`src/rtl/mest_run_sequencer.sv`:
```
// Campaign controller for the MESTPro core: sequences memory/core reset and start
// for NUM_RUNS runs, logs every valid result with its flags, and flags hung runs.
module mest_run_sequencer #(
    parameter int DATA_WIDTH       = 8,
    parameter int LOG_DEPTH        = 16,
    parameter int NUM_RUNS         = 1,
    parameter int MEM_RESET_CYCLES = 1,
    parameter int RESET_HOLD       = 10,
    parameter int START_DELAY      = 10,
    parameter int TIMEOUT_CYCLES   = 65536,
    localparam int AW = (LOG_DEPTH > 1) ? $clog2(LOG_DEPTH) : 1,
    localparam int CW = $clog2(LOG_DEPTH + 1),
    localparam int RW = $clog2(NUM_RUNS + 1)
) (
    input  logic                  clk,
    input  logic                  i_reset_n,
    input  logic                  i_go,
    output logic                  o_memory_reset,
    output logic                  o_core_reset_n,
    output logic                  o_start,
    input  logic [DATA_WIDTH-1:0] i_result,
    input  logic                  i_valid_result,
    input  logic                  i_carry,
    input  logic                  i_zero_flag,
    input  logic                  i_all_done,
    input  logic [AW-1:0]         i_rd_addr,
    output logic [DATA_WIDTH+1:0] o_rd_data,
    output logic [CW-1:0]         o_result_count,
    output logic                  o_overflow,
    output logic [RW-1:0]         o_run_index,
    output logic                  o_busy,
    output logic                  o_done,
    output logic                  o_timeout
);

    localparam int MAX_A = (MEM_RESET_CYCLES > RESET_HOLD) ? MEM_RESET_CYCLES : RESET_HOLD;
    localparam int MAX_B = (MAX_A > START_DELAY) ? MAX_A : START_DELAY;
    localparam int MAX_C = (MAX_B > TIMEOUT_CYCLES) ? MAX_B : TIMEOUT_CYCLES;
    localparam int TW    = (MAX_C > 1) ? $clog2(MAX_C) : 1;

    localparam logic [TW-1:0] MR_LAST  = TW'(MEM_RESET_CYCLES - 1);
    localparam logic [TW-1:0] CR_LAST  = TW'(RESET_HOLD - 1);
    localparam logic [TW-1:0] PS_LAST  = TW'(START_DELAY - 1);
    localparam logic [TW-1:0] RUN_LAST = TW'(TIMEOUT_CYCLES - 1);

    typedef enum logic [2:0] {
        S_IDLE, S_MEM_RST, S_CORE_RST, S_PRE_START, S_START, S_RUN, S_DONE, S_TIMEOUT
    } state_t;

    state_t                state_reg, state_next;
    logic [TW-1:0]         cnt_reg;
    logic [RW-1:0]         run_index_reg;
    logic [CW-1:0]         count_reg;
    logic                  overflow_reg;
    logic                  memory_reset_reg, core_reset_n_reg, start_reg;
    logic                  busy_reg, done_reg, timeout_reg;
    logic [DATA_WIDTH+1:0] rd_data_reg;
    logic [DATA_WIDTH+1:0] log_mem [LOG_DEPTH];

    logic go_ok, last_run, log_room, log_we;

    assign go_ok    = i_go && (state_reg == S_IDLE || state_reg == S_DONE || state_reg == S_TIMEOUT);
    assign last_run = (run_index_reg == RW'(NUM_RUNS - 1));
    assign log_room = (count_reg < CW'(LOG_DEPTH));
    assign log_we   = (state_reg == S_RUN) && i_valid_result && log_room;

    always_comb begin
        state_next = state_reg;
        case (state_reg)
            S_IDLE, S_DONE, S_TIMEOUT: if (i_go) state_next = S_MEM_RST;
            S_MEM_RST:   if (cnt_reg == MR_LAST) state_next = S_CORE_RST;
            S_CORE_RST:  if (cnt_reg == CR_LAST) state_next = S_PRE_START;
            S_PRE_START: if (cnt_reg == PS_LAST) state_next = S_START;
            S_START:     state_next = S_RUN;
            S_RUN: begin
                // all-done wins over a coincident timeout
                if (i_all_done)                state_next = last_run ? S_DONE : S_MEM_RST;
                else if (cnt_reg == RUN_LAST)  state_next = S_TIMEOUT;
            end
            default:     state_next = S_IDLE;
        endcase
    end

    always_ff @(posedge clk) begin
        if (!i_reset_n) begin
            state_reg        <= S_IDLE;
            cnt_reg          <= '0;
            run_index_reg    <= '0;
            count_reg        <= '0;
            overflow_reg     <= 1'b0;
            memory_reset_reg <= 1'b0;
            core_reset_n_reg <= 1'b0;
            start_reg        <= 1'b0;
            busy_reg         <= 1'b0;
            done_reg         <= 1'b0;
            timeout_reg      <= 1'b0;
        end else begin
            state_reg <= state_next;
            if (state_next != state_reg)
                cnt_reg <= '0;
            else if (state_reg inside {S_MEM_RST, S_CORE_RST, S_PRE_START, S_RUN})
                cnt_reg <= cnt_reg + TW'(1);

            if (go_ok) begin
                count_reg     <= '0;
                overflow_reg  <= 1'b0;
                run_index_reg <= '0;
            end else if (state_reg == S_RUN) begin
                if (i_valid_result) begin
                    if (log_room) count_reg    <= count_reg + CW'(1);
                    else          overflow_reg <= 1'b1;
                end
                if (i_all_done && !last_run)
                    run_index_reg <= run_index_reg + RW'(1);
            end

            // Outputs follow the state being entered so they change with it
            memory_reset_reg <= (state_next == S_MEM_RST);
            core_reset_n_reg <= !(state_next inside {S_IDLE, S_MEM_RST, S_CORE_RST});
            start_reg        <= (state_next == S_START);
            busy_reg         <= !(state_next inside {S_IDLE, S_DONE, S_TIMEOUT});
            done_reg         <= (state_next == S_DONE);
            timeout_reg      <= (state_next == S_TIMEOUT);
        end
    end

    // Log RAM is never cleared; the count gate hides stale entries on readback
    always_ff @(posedge clk) begin
        if (log_we)
            log_mem[count_reg[AW-1:0]] <= {i_carry, i_zero_flag, i_result};
        if (!i_reset_n)
            rd_data_reg <= '0;
        else if (CW'(i_rd_addr) < count_reg)
            rd_data_reg <= log_mem[i_rd_addr];
        else
            rd_data_reg <= '0;
    end

    assign o_memory_reset = memory_reset_reg;
    assign o_core_reset_n = core_reset_n_reg;
    assign o_start        = start_reg;
    assign o_busy         = busy_reg;
    assign o_done         = done_reg;
    assign o_timeout      = timeout_reg;
    assign o_overflow     = overflow_reg;
    assign o_result_count = count_reg;
    assign o_run_index    = run_index_reg;
    assign o_rd_data      = rd_data_reg;

endmodule

```
`config.mk`:
```
export PLATFORM = sky130hd
export DESIGN_NAME = mest_run_sequencer
export DESIGN_NICKNAME = d
export VERILOG_FILES = /design/src/rtl/mest_run_sequencer.sv
export SDC_FILE = /design/constraint.sdc
export NUM_CORES = 1
export LEC_CHECK = 0
export CAP_MARGIN = 20
export CORE_MARGIN = 2
export CORE_UTILIZATION = 35
export CTS_CLUSTER_SIZE = 24
export DETAILED_ROUTE_END_ITERATION = 8
export HOLD_SLACK_MARGIN = 0.15
export SYNTH_ARGS = -nofsm -noshare
export SYNTH_HDL_FRONTEND = slang
export SYNTH_SLANG_ARGS = --single-unit
```
`constraint.sdc`:
```
create_clock -name clk -period 3.5 [get_ports clk]
set_clock_uncertainty 0.2 [all_clocks]
set_input_delay 0.7 -clock clk [delete_from_list [all_inputs] [get_ports clk]]
set_output_delay 0.7 -clock clk [all_outputs]
set_load 0.01 [all_outputs]
```
==> flow_summary_export.csv <==
group,metric,value,unit
job,drv_cap,0,
die,die_area,24600,sq um
worst_setup_path,cp-end-kind,"output pin",
clock_tree,clkSinkCount,202,
timing,slew_headroom,0.540,
clock_tree,cts_max_level,1,
clock_tree,root_buffer,"clkbuf_16",
power_and_ir_drop,switchingPower,1.02,mW
synth,synthMuxAreaShare,0.144,
synth,synthFlopType,"edfxtp_1",
global_routing,met3_usage,0.0253,
timing,setup_viol,0,
clock_tree,insertion_delay,490,ps
global_routing,antenna_found_initial,1,
synth,synthXorXnorAreaFrac,0.0203,
place,dpl.hpwl,11500,um
global_routing,grt_max_degree,18,
clock_tree,cts_buffers,21,
layout,diodes,0,
power_and_ir_drop,power.density,515,nW/um^2
timing,hold_viol,0,
worst_setup_path,path_cells,"clkdlybuf4s50_1",
synth,synth_nets,500,
global_routing,grtUsageTotal,0.148,
synth,yosys_warnings,0,
global_routing,top_usage_layer,"met2",
timing,fin_crit,2560,ps
clock_tree,clk_pin_slew,60,ps
hold_path,hp-class,"reg2reg",
die,floorplan.initialDensity,0.360,
worst_setup_path,path_class,"reg2out",
power_and_ir_drop,clkPwrFrac,0.425,
synth,synthAdderAreaFrac,0.0153,
synth,synth.distinct_cells,56,
clock_tree,cts-resized-gates,0,
clock_tree,cts_tree,"done",
synth,synth_edf_count,160,
global_routing,met1_usage,0.194,
synth,postSynthCellCount,471,
timing,period_share,0.731,
synth,netlist_area,8190,sq um
timing,drv_slew,0,
place,globalplace.congestion,0.828,
timing,whs,285,ps
synth,synth_top_family_by_area,"multiplexers",
worst_setup_path,critPathBufInv,1,
worst_setup_path,critPathSlowestCell,"clkdlybuf4s50_1",
drt,drt_iter0_markers,244,
global_routing,grt_first_pass_wirelength,27100,um
drt,drc_errors,0,
power_and_ir_drop,power.leakage,3.14,nW
drt,firstDrtPassIters,4,
worst_setup_path,reg2reg_slack,1080,ps
global_routing,grt-ovfl-total,0,
timing,fmax,391,MHz
die,num_rows,55,
synth,ys_ff_latch,202,
power_and_ir_drop,swShare,0.204,
worst_setup_path,start_kind,"register",
layout,syn2layout_area_growth,19.0,%
timing,tns,0,ps
worst_setup_path,cp_max_fo,7,
place,port_buffers,41,
drt,wl,17800,um
power_and_ir_drop,ir_drop,0.000392,V
timing,tightest_slew,690,ps
synth,synth.avg_cell_area,17.4,sq um
drt,via_per_inst,5.09,
worst_setup_path,cp.required,2600,ps
worst_setup_path,critical-path-top-delay-family,"buffers and inverters",
worst_setup_path,crit_arrival,1660,ps
hold_path,min_from,"o_overflow$_SDFFE_PP0P_",
drt,drtAntennaViolNets,0,
power_and_ir_drop,p_int,4.00,mW
die,core_area,22800,sq um
run_status,status,"complete, no violations",
drt,wire_per_inst,20.4,um
power_and_ir_drop,pwr-share-comb,0.055,
layout,fin_nets,573,
drt,vias,4430,
worst_setup_path,crit_path_start,"o_result_count[0]$_SDFFE_PP0P_",
synth,synth_seq_area_share,0.689,
clock_tree,cts_hold_buf,0,
layout,largest_reg_flops,160,
die,ios,42,
synth,synth_compound_area_frac,0.0391,
die,die_h,157,um
clock_tree,cts_buffer_depth,3,
synth,synth-async-reset-ratio,0,
synth,synthSimpleGateAreaFrac,0.0680,
timing,rsz0062_at_grt,"no",
worst_setup_path,critPathMaxStageDelay,620,ps
power_and_ir_drop,seq_power_share,0.520,
worst_setup_path,reg2reg_from,"state_reg[2]$_SDFF_PN0_",
clock_tree,postCtsSetupBuffers,0,
global_routing,grt_pass1_vias,4563,
layout,drive_gt1_frac,0.190,
global_routing,grtUsageMet2,0.252,
die,die_x,157,um
[cell type report]
type,instances,area (sq um)
fill,1990,13000
sequential,202,5650
multi-input combinational,228,2350
timing repair buffer,69,623
clock buffer,27,558
tap,313,392
clock inverter,10,98.8
inverter,22,82.6
[placed cells by master, fill, tap and decap left out, types with 3 or more instances in the layout]
cell | netlist | final
a21o_1 | 3 | 3
edfxtp_1 | 160 | 160
xnor2_1 | 11 | 11
ha_1 | 10 | 10
mux4_1 | 12 | 12
nor4_1 | 3 | 3
clkinv_1 | 11 | 15
nand2_1 | 20 | 20
a21oi_1 | 5 | 5
nand2b_1 | 4 | 4
xor2_1 | 8 | 8
clkdlybuf4s50_1 | 0 | 39
inv_1 | 11 | 11
clkbuf_1 | 6 | 5
nand4_1 | 5 | 5
nor2_1 | 30 | 30
buf_4 | 1 | 27
clkinv_2 | 0 | 3
mux4_2 | 38 | 38
o21ai_0 | 4 | 4
clkbuf_16 | 0 | 21
nor3_1 | 17 | 17
and3_1 | 4 | 4
a211oi_1 | 10 | 10
nand3_1 | 8 | 8
dfxtp_1 | 42 | 42
and2_1 | 3 | 3
[per-stage QoR]
stage | utilization | std cells | setup slack [ps] | area (sq um) | power, mW
floorplan | - | 471 | 894 | 8190 | 2.84
global placement | 0.399 | 834 | 509 | 9090 | 2.94
detailed placement | 0.399 | 834 | 484 | 9090 | 2.94
CTS | 0.428 | 871 | 910 | 9750 | 5.09
global route | 0.428 | 871 | 855 | 9750 | 5.20
finish | 0.428 | 871 | 942 | 9750 | 5.02
[path summary, 6_finish.rpt]
path,end,depth (start not counted)
worst min register to register,o_overflow$_SDFFE_PP0P_,2
worst min-delay path,o_overflow$_SDFFE_PP0P_,2
worst max-delay path,o_result_count[0],1
worst max register to register,log_mem[9][6]$_DFFE_PP_,6
[synthesized netlist by cell type (all sizes together) (6+ instances only)]
cell,count,area (sq um)
nor3,18,95.1
dfxtp,42,841
inv,11,41.3
mux4,50,1170
xor2,8,70.1
buf,13,92.6
a211oi,11,87.6
clkinv,11,41.3
xnor2,11,96.3
ha,10,125
nand2,20,75.1
a21oi,6,41.3
clkbuf,6,22.5
nand3,8,40.0
edfxtp,160,4800
nor2,30,113
[power by group through the flow]
stage               sequential [mW]  clock (mW)  combinational, mW
detailed placement             2.66           0              0.278
global placement               2.66           0              0.272
finish                         2.61        2.13              0.275
global route                   2.61        2.28              0.299
CTS                            2.61        2.20              0.279
floorplan                      2.66           0              0.176
[metal layers]
layer,share of wire,vias to the layer above
met1,0.43,2276
li1,-,2012
met4,0.025,2
met2,0.49,105
met5,0.00073,-
met3,0.050,35
[cell families after synthesis]
family | Yosys count
multiplexers | 51
adder cells (fa/ha/maj) | 10
XOR/XNOR | 19
AND/OR/NAND/NOR | 108
flip-flops | 202
AO/OA/AOI/OAI | 40
buffers and inverters | 41
Power figures use the tool's default switching activity.
